`config.mk`:
```
export PLATFORM = sky130hd
export DESIGN_NAME = brick_collision_sched_flat
export DESIGN_NICKNAME = d
export VERILOG_FILES = /design/src/rtl/game_pkg.sv /design/src/rtl/brick_collision_sched_if.sv /design/src/rtl/brick_overlap.sv /design/src/rtl/brick_collision_sched.sv /design/src/flat_wrapper.sv
export SDC_FILE = /design/constraint.sdc
export NUM_CORES = 1
export LEC_CHECK = 0
export ABC_CLOCK_PERIOD_IN_PS = 6000
export BUFFER_PORTS_ARGS = -buffer_cell sky130_fd_sc_hd__clkbuf_2
export CORE_ASPECT_RATIO = 1.5
export CORE_MARGIN = 1
export CORE_UTILIZATION = 47
export CTS_CLUSTER_SIZE = 30
export DETAILED_ROUTE_END_ITERATION = 10
export GPL_TIMING_DRIVEN = 1
export PLACE_DENSITY_LB_ADDON = 0.15
export SYNTH_ARGS = -nofsm -noshare
export SYNTH_HDL_FRONTEND = slang
export SYNTH_SLANG_ARGS = --single-unit
export TNS_END_PERCENT = 20
```
`constraint.sdc`:
```
create_clock -name Clk -period 6 [get_ports Clk]
set_clock_uncertainty 0.1 [all_clocks]
set_input_delay 0 -clock Clk [delete_from_list [all_inputs] [get_ports Clk]]
set_output_delay 0 -clock Clk [all_outputs]
set_load 0.02 [all_outputs]
```
`src/rtl/game_pkg.sv`:
```
// Shared types for the brick collision scheduler: velocity codes, keycodes, FSM states.
// Latency: declarations only; flip_vel is purely combinational.
// Backpressure: none; consumers use the values directly.
package game_pkg;

  typedef logic [1:0] vel_t;

  localparam vel_t VEL_STOP = 2'b00;
  localparam vel_t VEL_POS  = 2'b01;
  localparam vel_t VEL_NEG  = 2'b10;

  // USB HID usage codes for the steering keys
  localparam logic [7:0] KEY_W = 8'd26;
  localparam logic [7:0] KEY_S = 8'd22;
  localparam logic [7:0] KEY_A = 8'd4;
  localparam logic [7:0] KEY_D = 8'd7;

  typedef enum logic [1:0] {
    ST_IDLE    = 2'd0,
    ST_SCAN    = 2'd1,
    ST_RESOLVE = 2'd2,
    ST_COMMIT  = 2'd3
  } sched_state_t;

  // Reverse a direction; STOP and the unused code 11 pass through unchanged
  function automatic vel_t flip_vel(input vel_t v);
    case (v)
      VEL_POS: flip_vel = VEL_NEG;
      VEL_NEG: flip_vel = VEL_POS;
      default: flip_vel = v;
    endcase
  endfunction

endpackage

```
`src/rtl/brick_collision_sched_if.sv`:
```
// Bundle of ball/brick geometry, keycode, velocity and scheduler status signals.
// Latency: wires only.
// Backpressure: none; the scheduler samples inputs live every cycle.
interface brick_collision_sched_if #(
  parameter int NUM_BRICKS = 10,
  parameter int SCORE_W    = 16
);
  logic [7:0]              keycode;
  logic [9:0]              BallX;
  logic [9:0]              BallY;
  logic [9:0]              BallS;
  logic [10*NUM_BRICKS-1:0] brick_x_vals;
  logic [10*NUM_BRICKS-1:0] brick_y_vals;
  logic [9:0]              brick_width;
  logic [9:0]              brick_height;
  logic [1:0]              velocity_x_cur;
  logic [1:0]              velocity_y_cur;
  logic [1:0]              velocity_x;
  logic [1:0]              velocity_y;
  logic [NUM_BRICKS-1:0]   brick_exists;
  logic                    hit_valid;
  logic [3:0]              hit_idx;
  logic                    scan_busy;
  logic [SCORE_W-1:0]      score;
  logic                    level_clear;
  logic                    overrun;

  // Game side: supplies geometry and key, consumes committed velocity and status
  modport master (
    output keycode, BallX, BallY, BallS, brick_x_vals, brick_y_vals,
           brick_width, brick_height, velocity_x_cur, velocity_y_cur,
    input  velocity_x, velocity_y, brick_exists, hit_valid, hit_idx,
           scan_busy, score, level_clear, overrun
  );

  // Scheduler side
  modport slave (
    input  keycode, BallX, BallY, BallS, brick_x_vals, brick_y_vals,
           brick_width, brick_height, velocity_x_cur, velocity_y_cur,
    output velocity_x, velocity_y, brick_exists, hit_valid, hit_idx,
           scan_busy, score, level_clear, overrun
  );
endinterface

```
`src/rtl/brick_overlap.sv`:
```
// Ball-versus-single-brick overlap test plus horizontal-span flag for bounce axis.
// Latency: combinational.
// Backpressure: none.
module brick_overlap (
  input  logic [9:0] ball_x,
  input  logic [9:0] ball_y,
  input  logic [9:0] ball_s,
  input  logic [9:0] brick_x,
  input  logic [9:0] brick_y,
  input  logic [9:0] brick_w,
  input  logic [9:0] brick_h,
  input  logic       brick_live,
  output logic       hit,
  output logic       in_x_span
);

  logic [10:0] x_last;
  logic [10:0] y_last;
  logic [10:0] ball_xr;
  logic [10:0] ball_yb;
  logic        x_ovl;
  logic        y_ovl;

  // Compare the ball box edges against the brick edges in 11 bits so sums never wrap
  always_comb begin
    x_last    = {1'b0, brick_x} + {1'b0, brick_w} - 11'd1;
    y_last    = {1'b0, brick_y} + {1'b0, brick_h} - 11'd1;
    ball_xr   = {1'b0, ball_x} + {1'b0, ball_s};
    ball_yb   = {1'b0, ball_y} + {1'b0, ball_s};
    x_ovl     = (ball_xr >= {1'b0, brick_x}) && ({1'b0, ball_x} <= x_last + {1'b0, ball_s});
    y_ovl     = (ball_yb >= {1'b0, brick_y}) && ({1'b0, ball_y} <= y_last + {1'b0, ball_s});
    hit       = brick_live && x_ovl && y_ovl;
    in_x_span = ({1'b0, ball_x} >= {1'b0, brick_x}) && ({1'b0, ball_x} <= x_last);
  end

endmodule

```
`src/rtl/brick_collision_sched.sv`:
```
// Per-frame brick scan: first live overlapped brick is cleared and the ball bounces, else key steers.
// Latency: commit outputs update NUM_BRICKS+2 Clk after the tick pulse (tick itself 2-3 Clk after frame_clk rise).
// Backpressure: none; a tick arriving while a scan is in flight is dropped and flagged in sticky overrun.
module brick_collision_sched #(
  parameter int NUM_BRICKS = 10,
  parameter int SCORE_W    = 16
) (
  input  logic                  Clk,
  input  logic                  Reset,
  input  logic                  frame_clk,
  brick_collision_sched_if.slave bus
);
  import game_pkg::*;

  localparam logic [3:0] LAST_IDX = 4'(NUM_BRICKS - 1);

  sched_state_t          state_q, state_d;
  logic                  sync1_q, sync1_d;
  logic                  sync2_q, sync2_d;
  logic                  edge_q, edge_d;
  logic [3:0]            idx_q, idx_d;
  logic                  hit_found_q, hit_found_d;
  logic [3:0]            hit_rec_q, hit_rec_d;
  logic                  hit_xspan_q, hit_xspan_d;
  vel_t                  bounce_vx_q, bounce_vx_d;
  vel_t                  bounce_vy_q, bounce_vy_d;
  vel_t                  velocity_x_q, velocity_x_d;
  vel_t                  velocity_y_q, velocity_y_d;
  logic [NUM_BRICKS-1:0] brick_exists_q, brick_exists_d;
  logic                  hit_valid_q, hit_valid_d;
  logic [3:0]            hit_idx_q, hit_idx_d;
  logic [SCORE_W-1:0]    score_q, score_d;
  logic                  overrun_q, overrun_d;

  logic       tick;
  logic [9:0] sel_x;
  logic [9:0] sel_y;
  logic       sel_live;
  logic       cand_hit;
  logic       cand_xspan;

  assign tick = sync2_q & ~edge_q;

  // Select the brick addressed by the scan index
  always_comb begin
    sel_x    = '0;
    sel_y    = '0;
    sel_live = 1'b0;
    for (int i = 0; i < NUM_BRICKS; i++) begin
      if (idx_q == 4'(i)) begin
        sel_x    = bus.brick_x_vals[i*10 +: 10];
        sel_y    = bus.brick_y_vals[i*10 +: 10];
        sel_live = brick_exists_q[i];
      end
    end
  end

  brick_overlap u_overlap (
    .ball_x     (bus.BallX),
    .ball_y     (bus.BallY),
    .ball_s     (bus.BallS),
    .brick_x    (sel_x),
    .brick_y    (sel_y),
    .brick_w    (bus.brick_width),
    .brick_h    (bus.brick_height),
    .brick_live (sel_live),
    .hit        (cand_hit),
    .in_x_span  (cand_xspan)
  );

  // Next-state: tick sync, scan sequencing, bounce resolution and commit arbitration
  always_comb begin
    state_d        = state_q;
    sync1_d        = frame_clk;
    sync2_d        = sync1_q;
    edge_d         = sync2_q;
    idx_d          = idx_q;
    hit_found_d    = hit_found_q;
    hit_rec_d      = hit_rec_q;
    hit_xspan_d    = hit_xspan_q;
    bounce_vx_d    = bounce_vx_q;
    bounce_vy_d    = bounce_vy_q;
    velocity_x_d   = velocity_x_q;
    velocity_y_d   = velocity_y_q;
    brick_exists_d = brick_exists_q;
    hit_valid_d    = 1'b0;
    hit_idx_d      = hit_idx_q;
    score_d        = score_q;
    overrun_d      = overrun_q;

    // Any tick that lands outside IDLE (including the COMMIT cycle) is lost
    if (tick && (state_q != ST_IDLE)) begin
      overrun_d = 1'b1;
    end

    case (state_q)
      ST_IDLE: begin
        if (tick) begin
          state_d     = ST_SCAN;
          idx_d       = '0;
          hit_found_d = 1'b0;
        end
      end
      ST_SCAN: begin
        // Lowest index wins; the span flag is the geometry snapshot used for the bounce axis
        if (!hit_found_q && cand_hit) begin
          hit_found_d = 1'b1;
          hit_rec_d   = idx_q;
          hit_xspan_d = cand_xspan;
        end
        if (idx_q == LAST_IDX) begin
          state_d = ST_RESOLVE;
          idx_d   = '0;
        end else begin
          idx_d = idx_q + 4'd1;
        end
      end
      ST_RESOLVE: begin
        // Ball centre over the brick's columns means it struck top/bottom
        if (hit_xspan_q) begin
          bounce_vx_d = bus.velocity_x_cur;
          bounce_vy_d = flip_vel(bus.velocity_y_cur);
        end else begin
          bounce_vx_d = flip_vel(bus.velocity_x_cur);
          bounce_vy_d = bus.velocity_y_cur;
        end
        state_d = ST_COMMIT;
      end
      ST_COMMIT: begin
        state_d = ST_IDLE;
        if (hit_found_q) begin
          velocity_x_d = bounce_vx_q;
          velocity_y_d = bounce_vy_q;
          for (int i = 0; i < NUM_BRICKS; i++) begin
            if (hit_rec_q == 4'(i)) begin
              brick_exists_d[i] = 1'b0;
            end
          end
          hit_valid_d = 1'b1;
          hit_idx_d   = hit_rec_q;
          if (score_q != {SCORE_W{1'b1}}) begin
            score_d = score_q + SCORE_W'(1);
          end
        end else begin
          case (bus.keycode)
            KEY_W: begin velocity_x_d = VEL_STOP; velocity_y_d = VEL_NEG;  end
            KEY_S: begin velocity_x_d = VEL_STOP; velocity_y_d = VEL_POS;  end
            KEY_A: begin velocity_x_d = VEL_NEG;  velocity_y_d = VEL_STOP; end
            KEY_D: begin velocity_x_d = VEL_POS;  velocity_y_d = VEL_STOP; end
            default: begin
              velocity_x_d = bus.velocity_x_cur;
              velocity_y_d = bus.velocity_y_cur;
            end
          endcase
        end
      end
      default: state_d = ST_IDLE;
    endcase
  end

  // State and registered outputs; reset abandons any scan without committing
  always_ff @(posedge Clk) begin
    if (!Reset) begin
      state_q        <= ST_IDLE;
      sync1_q        <= 1'b0;
      sync2_q        <= 1'b0;
      edge_q         <= 1'b0;
      idx_q          <= '0;
      hit_found_q    <= 1'b0;
      hit_rec_q      <= '0;
      hit_xspan_q    <= 1'b0;
      bounce_vx_q    <= VEL_STOP;
      bounce_vy_q    <= VEL_STOP;
      velocity_x_q   <= VEL_STOP;
      velocity_y_q   <= VEL_STOP;
      brick_exists_q <= '1;
      hit_valid_q    <= 1'b0;
      hit_idx_q      <= '0;
      score_q        <= '0;
      overrun_q      <= 1'b0;
    end else begin
      state_q        <= state_d;
      sync1_q        <= sync1_d;
      sync2_q        <= sync2_d;
      edge_q         <= edge_d;
      idx_q          <= idx_d;
      hit_found_q    <= hit_found_d;
      hit_rec_q      <= hit_rec_d;
      hit_xspan_q    <= hit_xspan_d;
      bounce_vx_q    <= bounce_vx_d;
      bounce_vy_q    <= bounce_vy_d;
      velocity_x_q   <= velocity_x_d;
      velocity_y_q   <= velocity_y_d;
      brick_exists_q <= brick_exists_d;
      hit_valid_q    <= hit_valid_d;
      hit_idx_q      <= hit_idx_d;
      score_q        <= score_d;
      overrun_q      <= overrun_d;
    end
  end

  assign bus.velocity_x   = velocity_x_q;
  assign bus.velocity_y   = velocity_y_q;
  assign bus.brick_exists = brick_exists_q;
  assign bus.hit_valid    = hit_valid_q;
  assign bus.hit_idx      = hit_idx_q;
  assign bus.scan_busy    = (state_q != ST_IDLE);
  assign bus.score        = score_q;
  assign bus.level_clear  = (brick_exists_q == '0);
  assign bus.overrun      = overrun_q;

endmodule

```
`src/flat_wrapper.sv`:
```
// flat-port wrapper written by rule: the top's interface ports become plain ports
module brick_collision_sched_flat import game_pkg::*;
#(
  parameter int NUM_BRICKS = 10,
  parameter int SCORE_W    = 16
)
  (Clk, Reset, frame_clk, bus_keycode, bus_BallX, bus_BallY, bus_BallS, bus_brick_x_vals, bus_brick_y_vals, bus_brick_width, bus_brick_height, bus_velocity_x_cur, bus_velocity_y_cur, bus_velocity_x, bus_velocity_y, bus_brick_exists, bus_hit_valid, bus_hit_idx, bus_scan_busy, bus_score, bus_level_clear, bus_overrun);
  brick_collision_sched_if #(.NUM_BRICKS(NUM_BRICKS), .SCORE_W(SCORE_W)) bus_i ();
  input  logic Clk;
  input  logic Reset;
  input  logic frame_clk;
  input wire logic [$bits(bus_i.keycode)-1:0] bus_keycode;
  input wire logic [$bits(bus_i.BallX)-1:0] bus_BallX;
  input wire logic [$bits(bus_i.BallY)-1:0] bus_BallY;
  input wire logic [$bits(bus_i.BallS)-1:0] bus_BallS;
  input wire logic [$bits(bus_i.brick_x_vals)-1:0] bus_brick_x_vals;
  input wire logic [$bits(bus_i.brick_y_vals)-1:0] bus_brick_y_vals;
  input wire logic [$bits(bus_i.brick_width)-1:0] bus_brick_width;
  input wire logic [$bits(bus_i.brick_height)-1:0] bus_brick_height;
  input wire logic [$bits(bus_i.velocity_x_cur)-1:0] bus_velocity_x_cur;
  input wire logic [$bits(bus_i.velocity_y_cur)-1:0] bus_velocity_y_cur;
  output wire logic [$bits(bus_i.velocity_x)-1:0] bus_velocity_x;
  output wire logic [$bits(bus_i.velocity_y)-1:0] bus_velocity_y;
  output wire logic [$bits(bus_i.brick_exists)-1:0] bus_brick_exists;
  output wire logic [$bits(bus_i.hit_valid)-1:0] bus_hit_valid;
  output wire logic [$bits(bus_i.hit_idx)-1:0] bus_hit_idx;
  output wire logic [$bits(bus_i.scan_busy)-1:0] bus_scan_busy;
  output wire logic [$bits(bus_i.score)-1:0] bus_score;
  output wire logic [$bits(bus_i.level_clear)-1:0] bus_level_clear;
  output wire logic [$bits(bus_i.overrun)-1:0] bus_overrun;
  assign bus_i.keycode = bus_keycode;
  assign bus_i.BallX = bus_BallX;
  assign bus_i.BallY = bus_BallY;
  assign bus_i.BallS = bus_BallS;
  assign bus_i.brick_x_vals = bus_brick_x_vals;
  assign bus_i.brick_y_vals = bus_brick_y_vals;
  assign bus_i.brick_width = bus_brick_width;
  assign bus_i.brick_height = bus_brick_height;
  assign bus_i.velocity_x_cur = bus_velocity_x_cur;
  assign bus_i.velocity_y_cur = bus_velocity_y_cur;
  assign bus_velocity_x = bus_i.velocity_x;
  assign bus_velocity_y = bus_i.velocity_y;
  assign bus_brick_exists = bus_i.brick_exists;
  assign bus_hit_valid = bus_i.hit_valid;
  assign bus_hit_idx = bus_i.hit_idx;
  assign bus_scan_busy = bus_i.scan_busy;
  assign bus_score = bus_i.score;
  assign bus_level_clear = bus_i.level_clear;
  assign bus_overrun = bus_i.overrun;
  brick_collision_sched #(.NUM_BRICKS(NUM_BRICKS), .SCORE_W(SCORE_W)) u_core (.Clk(Clk), .Reset(Reset), .frame_clk(frame_clk), .bus(bus_i));
endmodule
```
## Word level (Yosys, flattened, before mapping)

Index checks and enable logic that the tools add are counted.

- Flip-flop bits (word level): 55
- Bits of input ports: 265
- Output and inout bits: 38
- Logic and storage cells: 158

- $add $sub $neg: 10
- $lt $le $gt $ge: 6
- Equal/unequal tests: 33
- Multiplexer cells: 48
- Bitwise gates (word level): 2
- Reductions and logical operators: 33

Operators with widths:

| operator | count |
|---|---|
| $mux 10 | 20 |
| $add 10x10->11 | 4 |
| $reduce_and 3->1 | 12 |
| $le 10x11->1 | 3 |
| $eq 4x3->1 const B | 8 |
| $add 11x10->11 | 2 |
| $ge 11x10->1 | 2 |
| $sub 11x1->11 const B | 2 |
| $add 16x1->16 const B | 1 |
| $eq 4x2->1 const B | 4 |
| $eq 4x4->1 const B | 4 |
| $eq 8x3->1 const B | 2 |
| $eq 8x5->1 const B | 2 |
| $ne 16x16->1 const B | 1 |
| $mux 1 | 13 |
| $mux 2 | 6 |
| $pmux 2 s3 | 2 |
| $ge 10x10->1 | 1 |
| $logic_not 10->1 | 1 |
| $reduce_and 2->1 | 5 |
| $eq 2x2->1 const B | 4 |
| $eq 4x1->1 const B | 2 |
| $logic_not 4->1 | 2 |
| $mux 4 | 2 |
| other kinds (14) | 27 |

## Longest topological paths before layout

Gate-level depths: netlist of the first run.

- Depth in word-level cells: 21
- Mapped depth: 34
- Depth with buffers taken out: 30

## By module

A second synthesis of the first run with hierarchy kept.

- Cells, all modules: 1,059
- Area total of the unflattened synthesis: 8,325.5 µm²

By module, submodules not included:

| module | times used | cells each | area an instance (µm²) | sequential area each (µm²) |
|---|---|---|---|---|
| brick_collision_sched | 1 | 563 | 4,390.5 | 1,101.1 |
| brick_overlap | 1 | 496 | 3,935.0 | 0.0 |

## Worst setup path after synthesis of the first run

Ideal clock, no wire load.

- Path kind: register to register
- From: register u_core.idx_q[0]
- To: register u_core.hit_xspan_q
- Library setup time: 125 ps
- Data arrival time: 5,537 ps
- Data required time: 5,775 ps
- Path slack: 239 ps
- Cell stages (with the launch flop): 32
- Buffers on the path: 4
- Clock period less this slack: 5,761 ps
- Path through: dfxtp_1 buf_2 buf_2 buf_2 mux4_2 nor2_1 nor3_1 a211oi_1 ha_1 inv_1 ha_1 inv_1 fa_1 nor2b_1 o21ai_0 nand2b_1 a21o_1 a21o_1 a31oi_1 xnor2_1 ha_1 nor3b_1 nor3_1 o311a_1 ha_1 nand3_1 nor3_1 a21oi_1 o21ai_0 o211a_1 buf_4 mux2i_1

- Word-level cells in the longest chain between the ends: 20
- Elaborated cells between the ends (all ways): 59
- Classes of those cells: add/sub (6); order compare (6); eq/ne (9); mux (30); reduce/logical (8)

Ends and longest elaborated chain:

| what | RTL line | RTL |
|---|---|---|
| from (decl) | brick_collision_sched.sv:21 | `logic [3:0] idx_q, idx_d;` |
| from (signal assigned) | brick_collision_sched.sv:186 | `idx_q <= idx_d;` |
| $logic_not 4->1 | brick_collision_sched.sv:50 | `if (idx_q == 4'(i)) begin` |
| $mux 10 (10 in a row) | brick_collision_sched.sv:50 |  |
| $add 10x10->11 | brick_overlap.sv:26 | `x_last = {1'b0, brick_x} + {1'b0, brick_w} - 11'd1;` |
| $sub 11x1->11 | brick_overlap.sv:26 |  |
| $add 11x10->11 | brick_overlap.sv:30 | `x_ovl = (ball_xr >= {1'b0, brick_x}) && ({1'b0, ball_x} <= x_last + {1'b0, ball_s});` |
| $le 10x11->1 | brick_overlap.sv:30 |  |
| $logic_and 1x1->1 | brick_overlap.sv:30 |  |
| $logic_and 1x1->1 (2 in a row) | brick_overlap.sv:32 | `hit = brick_live && x_ovl && y_ovl;` |
| $logic_and 1x1->1 | brick_collision_sched.sv:106 | `if (!hit_found_q && cand_hit) begin` |
| $reduce_and 2->1 (no source line) | -- |  |
| to (signal assigned) | brick_collision_sched.sv:189 | `hit_xspan_q <= hit_xspan_d;` |
| to (decl) | brick_collision_sched.sv:24 | `logic hit_xspan_q, hit_xspan_d;` |

Parallel ways exist; a longest one is shown, timed or not.
A chain may end at the register's enable or synchronous reset.

## Worst setup path after layout of the first run

Same ends and word-level chain as after synthesis.

==> results of run 1 <==
-- synth_stat cells, types with 13 or more instances --
library cell / count
a21oi_1: 71
inv_1: 111
nor3_1: 21
dfxtp_1: 55
nand2_1: 82
nand2b_1: 15
nor2_1: 47
clkbuf_1: 22
a21o_1: 20
buf_2: 13
mux4_2: 19
xnor2_1: 28
nand4_1: 14
o21ai_0: 44
and2_1: 15
nor2b_1: 25
a211oi_1: 19
ha_1: 133
o21a_1: 13
nand3_1: 24
xor2_1: 19
fa_1: 14
mux2i_1: 26
-- area by class of cell --
| class | instances | area [µm²] | share of cell area [%] |
|---|---|---|---|
| Multi-Input combinational cell | 822 | 6656 | 63.55 |
| Sequential cell | 55 | 1106 | 10.56 |
| Clock inverter | 3 | 33.78 | 0.3225 |
| Timing Repair Buffer | 338 | 1869 | 17.85 |
| Inverter | 111 | 416.7 | 3.978 |
| Tap cell | 213 | 266.5 | 2.545 |
| Clock buffer | 5 | 125.1 | 1.195 |
-- cell families after synthesis --
| family | count (synthesis) |
|---|---|
| mux | 56 |
| xor+xnor | 48 |
| fa+ha+maj | 148 |
| flops | 55 |
| simple gates | 295 |
| buf+inv | 153 |
| compound gates | 275 |
-- power by group --
| group | switching (µW) | internal, µW |
|---|---|---|
| clock | 152 | 161 |
| combinational | 1060 | 891 |
| sequential | 21.1 | 383 |
| total | 1240 | 1440 |
-- final timing paths --
| kind | from | endpoint | slack (ps) | depth (start not counted) |
|---|---|---|---|---|
| min reg2reg | u_core.sync1_q | u_core.edge_d | 350 | 1 |
| max reg2reg | u_core.idx_q[0] | u_core.hit_xspan_q | 370 | 26 |
| max | u_core.idx_q[0] | u_core.hit_xspan_q | 370 | 26 |
| min | bus_keycode[0] | u_core.bus.velocity_x[0] | 80 | 4 |
-- layout by cell type (no fill, tap or decap), types with 20 or more instances in the layout --
cell | Yosys | routed
nor2b_1 | 25 | 25
nor3_1 | 21 | 21
inv_1 | 111 | 111
mux2i_1 | 26 | 26
a21oi_1 | 71 | 71
nor2_1 | 47 | 47
ha_1 | 133 | 133
a21o_1 | 20 | 20
dfxtp_1 | 55 | 53
nand2_1 | 82 | 82
nand3_1 | 24 | 24
buf_4 | 1 | 23
clkbuf_2 | 0 | 302
xnor2_1 | 28 | 28
o21ai_0 | 44 | 43
-- flip-flops by register name (all words and copies together) (netlist names), 2 cells and up --
register and flops:
u_core.bounce_vy_q 2, u_core.bus.score 16, u_core.idx_q 4, u_core.state_q 2, u_core.bounce_vx_q 2, u_core.bus.brick_exists 10
u_core.bus.velocity_x 2, u_core.hit_rec_q 4, u_core.bus.velocity_y 2, u_core.bus.hit_idx 4
-- layer usage --
layer | part of all wire [%] | track usage (%) | up-vias
li1 | - | - | 4372
met4 | 2.8 | 10.00 | 0
met3 | 7.1 | 4.197 | 44
met1 | 40 | 38.05 | 4130
met2 | 50 | 54.80 | 355
met5 | 0 | 0 | -
-- worst min-delay path, cell delays in order --
cell and delay (ps):
clkbuf_2 130, o21ai_0 110, nand3_1 90, o211a_1 130
-- stage by stage --
stage	power [µW]	TNS (ps)	hold WS (ps)	worst slack, ps	instances
2_1_floorplan	1797	0	27.29	238.6	1030
3_3_place_gp	2276	0	111.6	288.4	1529
3_5_place_dp	2298	0	117.0	182.6	1529
4_1_cts	2624	0	91.28	146.4	1545
5_1_grt	2944	-4.869	116.1	-4.869	1547
6_report	2673	0	80.38	368.4	1547
-- what timing repair did --
item	CTS	global route
endpoints found under the setup margin	0	6
hold endpoints to repair	6	0
setup buffers	0	1
hold buffers	8	0
resized for setup	0	7
==> impl_metrics.yaml, run 1 <==
setup_path:
  critPathLaunchType: "register"
  worstSetupEndpointType: "register"
  slowest_delay_ps: 470
  critical_path.top_delay_family: "compound AO/OA/AOI/OAI gates"
  cp_common_cell: "a21oi_1"
  path_class: "reg -> reg"
  critPathSlowestCell: "fa_1"
  crit_buf_inv: 4
  critPathRequiredTime_ps: 6080
  critPathArrivalTime_ps: 5720
  crit_fanout: 20
sta:
  drv_slew: 0
  fin_crit_sh_pct: 93.86
  setup_viol: 0
  worst_pin_slew_ps: 823.3
  final_hold_viol_count: 0
  max_freq_mhz: 177.6
  slew_headroom_pct: 44.42
  period_needed_ps: 5632
detailed_routing:
  route.vias.total: 8901
  drc: 0
  ant_nets: 0
  wl_um: 29380
  drtIter0Drc: 466
  routedWlPerCell_um: 18.99
  viasPerCell: 5.754
  first_pass_iters: 5
synth:
  synthMuxAreaShare_pct: 9.739
  yosysWarnings: 0
  synth-compound-area-share_pct: 22.78
  synth_xor_area_share_pct: 5.132
  synth_ff_type: "dfxtp_1"
  synth_edf_count: 0
  synth_fa_ha_area_share_pct: 23.44
  synth_cell_types: 75
  synth_top_family_by_area: "adder cells"
  ys_async_sr_fraction_pct: 0
  synth_simple_gate_area_share_pct: 18.40
  ys_seq_area_share_pct: 13.21
  synth_seq_cells: 55
  synth_area_um2: 8338
  yosys.area.top_type: "ha_1"
  synth_top_area_share_pct: 19.96
  synth.avg_cell_area_um2: 8.095
  syn-instance-count: 1030
  synth.area.top_cells: "ha_1 (20%), dfxtp_1 (13%), mux4_2 (5.1%), inv_1 (5.0%), a21oi_1 (4.3%)"
  syn-num-nets: 1442
hold_path:
  hold_path_class: "in -> reg"
floorplan:
  die_h_um: 165.1
  fp.dieW_um: 110.8
  rows: 59
  core_um2: 17350
  die_area_um2: 18290
  start_util_pct: 48.06
  ios: 303
pwr:
  power.density_nw_per_um2: 255.2
  vdd_drop_max_mv: 0.1784
  leakage_uw: 0.005097
layout:
  final_nets: 1745
  drive_gt1_share_pct: 29.31
  fillers: 1672
  area_growth_pct: 25.62
  diodes: 0
  postLayoutCellArea_um2: 10470
  postLayoutCoreUtil_pct: 60.38
placement:
  numPortBuffers: 302
  place_congestion: 0.9646
  dp_hpwl_um: 24950
  place_area_um2: 10180
clock_network:
  clockBufferDepth: 2
  cts_made_buffers: 5
  tritoncts: "done"
  htreeDepth: 2
  worst_setup_hold_path_clk_slew_ps: 80
  clkLatencyLatePin_ps: 300
  cts_root_buffer: "clkbuf_16"
  clkSinkCount: 55
grt:
  antenna_found_initial: 0
  grt_pass1_vias: 8518
  track_usage_pct: 30.70
  grt_first_pass_wirelength_um: 44120
  grt_max_degree: 63
  grt-ovfl-total: 0
status:
  outcome: "completed"
job:
  maxCapViolCount: 0
Power figures use the tool's default switching activity.
==> run 2: changes to the inputs <==
CELL_PAD_IN_SITES_DETAIL_PLACEMENT = 2   (was not set)
CELL_PAD_IN_SITES_GLOBAL_PLACEMENT = 2   (was not set)
CORE_UTILIZATION = 26   (was 47)
SETUP_SLACK_MARGIN = 0.15   (was not set)
==> impl_metrics.yaml, run 2 (same netlist as run 1, synthesis figures left out) <==
detailed_routing:
  first_pass_iters: 6
  wl_um: 37700
  drtIter0Drc: 312
  drc: 0
  routedWlPerCell_um: 21.52
  ant_nets: 0
  viasPerCell: 5.190
  route.vias.total: 9093
setup_path:
  r2r_cells: 29
  critPathRequiredTime_ps: 6140
  crit_fanout: 6
  path_class: "reg -> reg"
  slowest_delay_ps: 550
  critPathLaunchType: "register"
  reg2reg_to: "u_core.hit_xspan_q"
  critPathArrivalTime_ps: 5920
  cp_common_cell: "a21o_1"
  worstSetupEndpointType: "register"
  r2r_slack_ps: 210
  worstReg2RegStart: "u_core.idx_q[0]"
  critPathSlowestCell: "mux4_2"
sta:
  setup_viol: 0
  period_needed_ps: 5786
  slew_headroom_pct: 55.29
  worst_slack_ps: 214.3
  worst_pin_slew_ps: 662.2
  fin_crit_sh_pct: 96.43
  tns_ps: 0
  drv_slew: 0
  rsz0062_at_grt: "true"
  final_hold_viol_count: 0
  max_freq_mhz: 172.8
grt:
  met2_usage_pct: 42.98
  grt_max_degree: 64
  grt_first_pass_wirelength_um: 56170
  use_met3_pct: 2.124
  met1_usage_pct: 26.50
  grt-ovfl-total: 0
  antenna_found_initial: 3
  busiest_layer: "met2"
  grt_pass1_vias: 9917
  track_usage_pct: 22.61
floorplan:
  fp.dieW_um: 148.2
  die_h_um: 221.3
  start_util_pct: 26.28
  ios: 303
  core_um2: 31730
  die_area_um2: 32800
  rows: 80
layout:
  largest_register_ffs: 16
  drive_gt1_share_pct: 32.21
  multi_input_area_um2: 6849
  regArea_um2: 1107
  layout_common_cells: "clkbuf_2 (302), ha_1 (129), inv_1 (109), nand2_1 (82), a21oi_1 (66)"
  final_nets: 1752
  fillers: 3731
  area_growth_pct: 31.44
  final_common_cell: "clkbuf_2"
clock_network:
  cts_made_buffers: 5
  tritoncts: "done"
  clockBufferDepth: 2
  clkSinkCount: 55
  clkLatencyLatePin_ps: 310
  worst_setup_hold_path_clk_slew_ps: 80
  htreeDepth: 2
  cts_root_buffer: "clkbuf_16"
placement:
  dp_hpwl_um: 32720
  post-place-ws_ps: -148.7
  place_congestion: 0.8540
  numPortBuffers: 302
hold_path:
  min_to: "u_core.bounce_vy_q[0]"
  hold_depth: 4
  hold_start: "bus_velocity_y_cur[0]"
  hold_path_class: "in -> reg"
pwr:
  leakage_uw: 0.005167
  vdd_drop_max_mv: 0.1453
  power.density_nw_per_um2: 274.7
status:
  outcome: "completed"
job:
  maxCapViolCount: 0
==> run 2: cell types whose count changed in the layout (fill, tap and decap cells not counted), sizes merged <==
cell and delta:
clkbuf +1, inv +1, clkinv -2, dlygate4sd3 -3, buf +10, diode +1
==> run 2: what timing repair did <==
item,in CTS,in global routing
cloned,0,1
pin swaps,1,25
gates resized for setup,9,47
hold buffers,5,0
hold endpoints to repair,3,0
buffers inserted,0,8
endpoints found under the setup margin,6,6
==> run 2: cell type report <==
class,instances,share of cell area [%]
Clock buffer,6,1.176
Timing Repair Buffer,345,17.56
Sequential cell,55,10.10
Tap cell,410,4.681
Clock inverter,2,0.1370
Antenna cell,1,0.02283
Multi-Input combinational cell,822,62.50
Inverter,111,3.825
==> run 2: per-layer routing <==
layer  routed length (µm)  up-vias
met2                20340      190
met3                 1372       39
met5                   13        -
met4                  878        2
li1                     -     4377
met1                15100     4485
==> run 2: where the power goes <==
group	leakage, µW	switching, µW	internal, µW	total [µW]
combinational	0.00465	1250	1050	2300
sequential	0.000446	21.9	383	405
clock	0.0000718	146	157	304
total	0.00517	1420	1590	3010
==> run 2: worst max path at each step <==
stage	cells after the start	end	slack (ps)	startpoint
after CTS	21	u_core.hit_xspan_q	160	u_core.idx_q[0]
after floorplan	31	u_core.hit_xspan_q	240	u_core.idx_q[0]
final	29	u_core.hit_xspan_q	210	u_core.idx_q[0]
after global routing	25	u_core.hit_rec_q[2]	-120	u_core.idx_q[0]
after detailed placement	28	u_core.hit_rec_q[2]	-150	u_core.idx_q[0]
after global placement	28	u_core.hit_xspan_q	90	u_core.idx_q[0]
==> run 2: through the flow <==
step / instances / power [µW] / utilization, % / hold slack (ps) / instance area, µm²
2_1_floorplan: 1030 / 1797 / - / 27.29 / 8338
3_3_place_gp: 1729 / 2383 / 32.85 / 112.8 / 10420
3_5_place_dp: 1729 / 2439 / 32.85 / 117.3 / 10420
4_1_cts: 1742 / 2788 / 33.56 / 9.960 / 10650
5_1_grt: 1752 / 3303 / 34.54 / 17.02 / 10960
6_report: 1752 / 3011 / 34.54 / 12.70 / 10960
==> run 2: worst max-delay path: cells and delay by family, from the launching register on <==
family | cells | cell delay, ps
AND/OR/NAND/NOR | 7 | 730
buffers and inverters | 4 | 370
multiplexers | 2 | 750
adder cells (fa/ha/maj) | 5 | 1420
AO/OA/AOI/OAI | 9 | 1520
XOR/XNOR | 2 | 420
flip-flops | 1 | 400
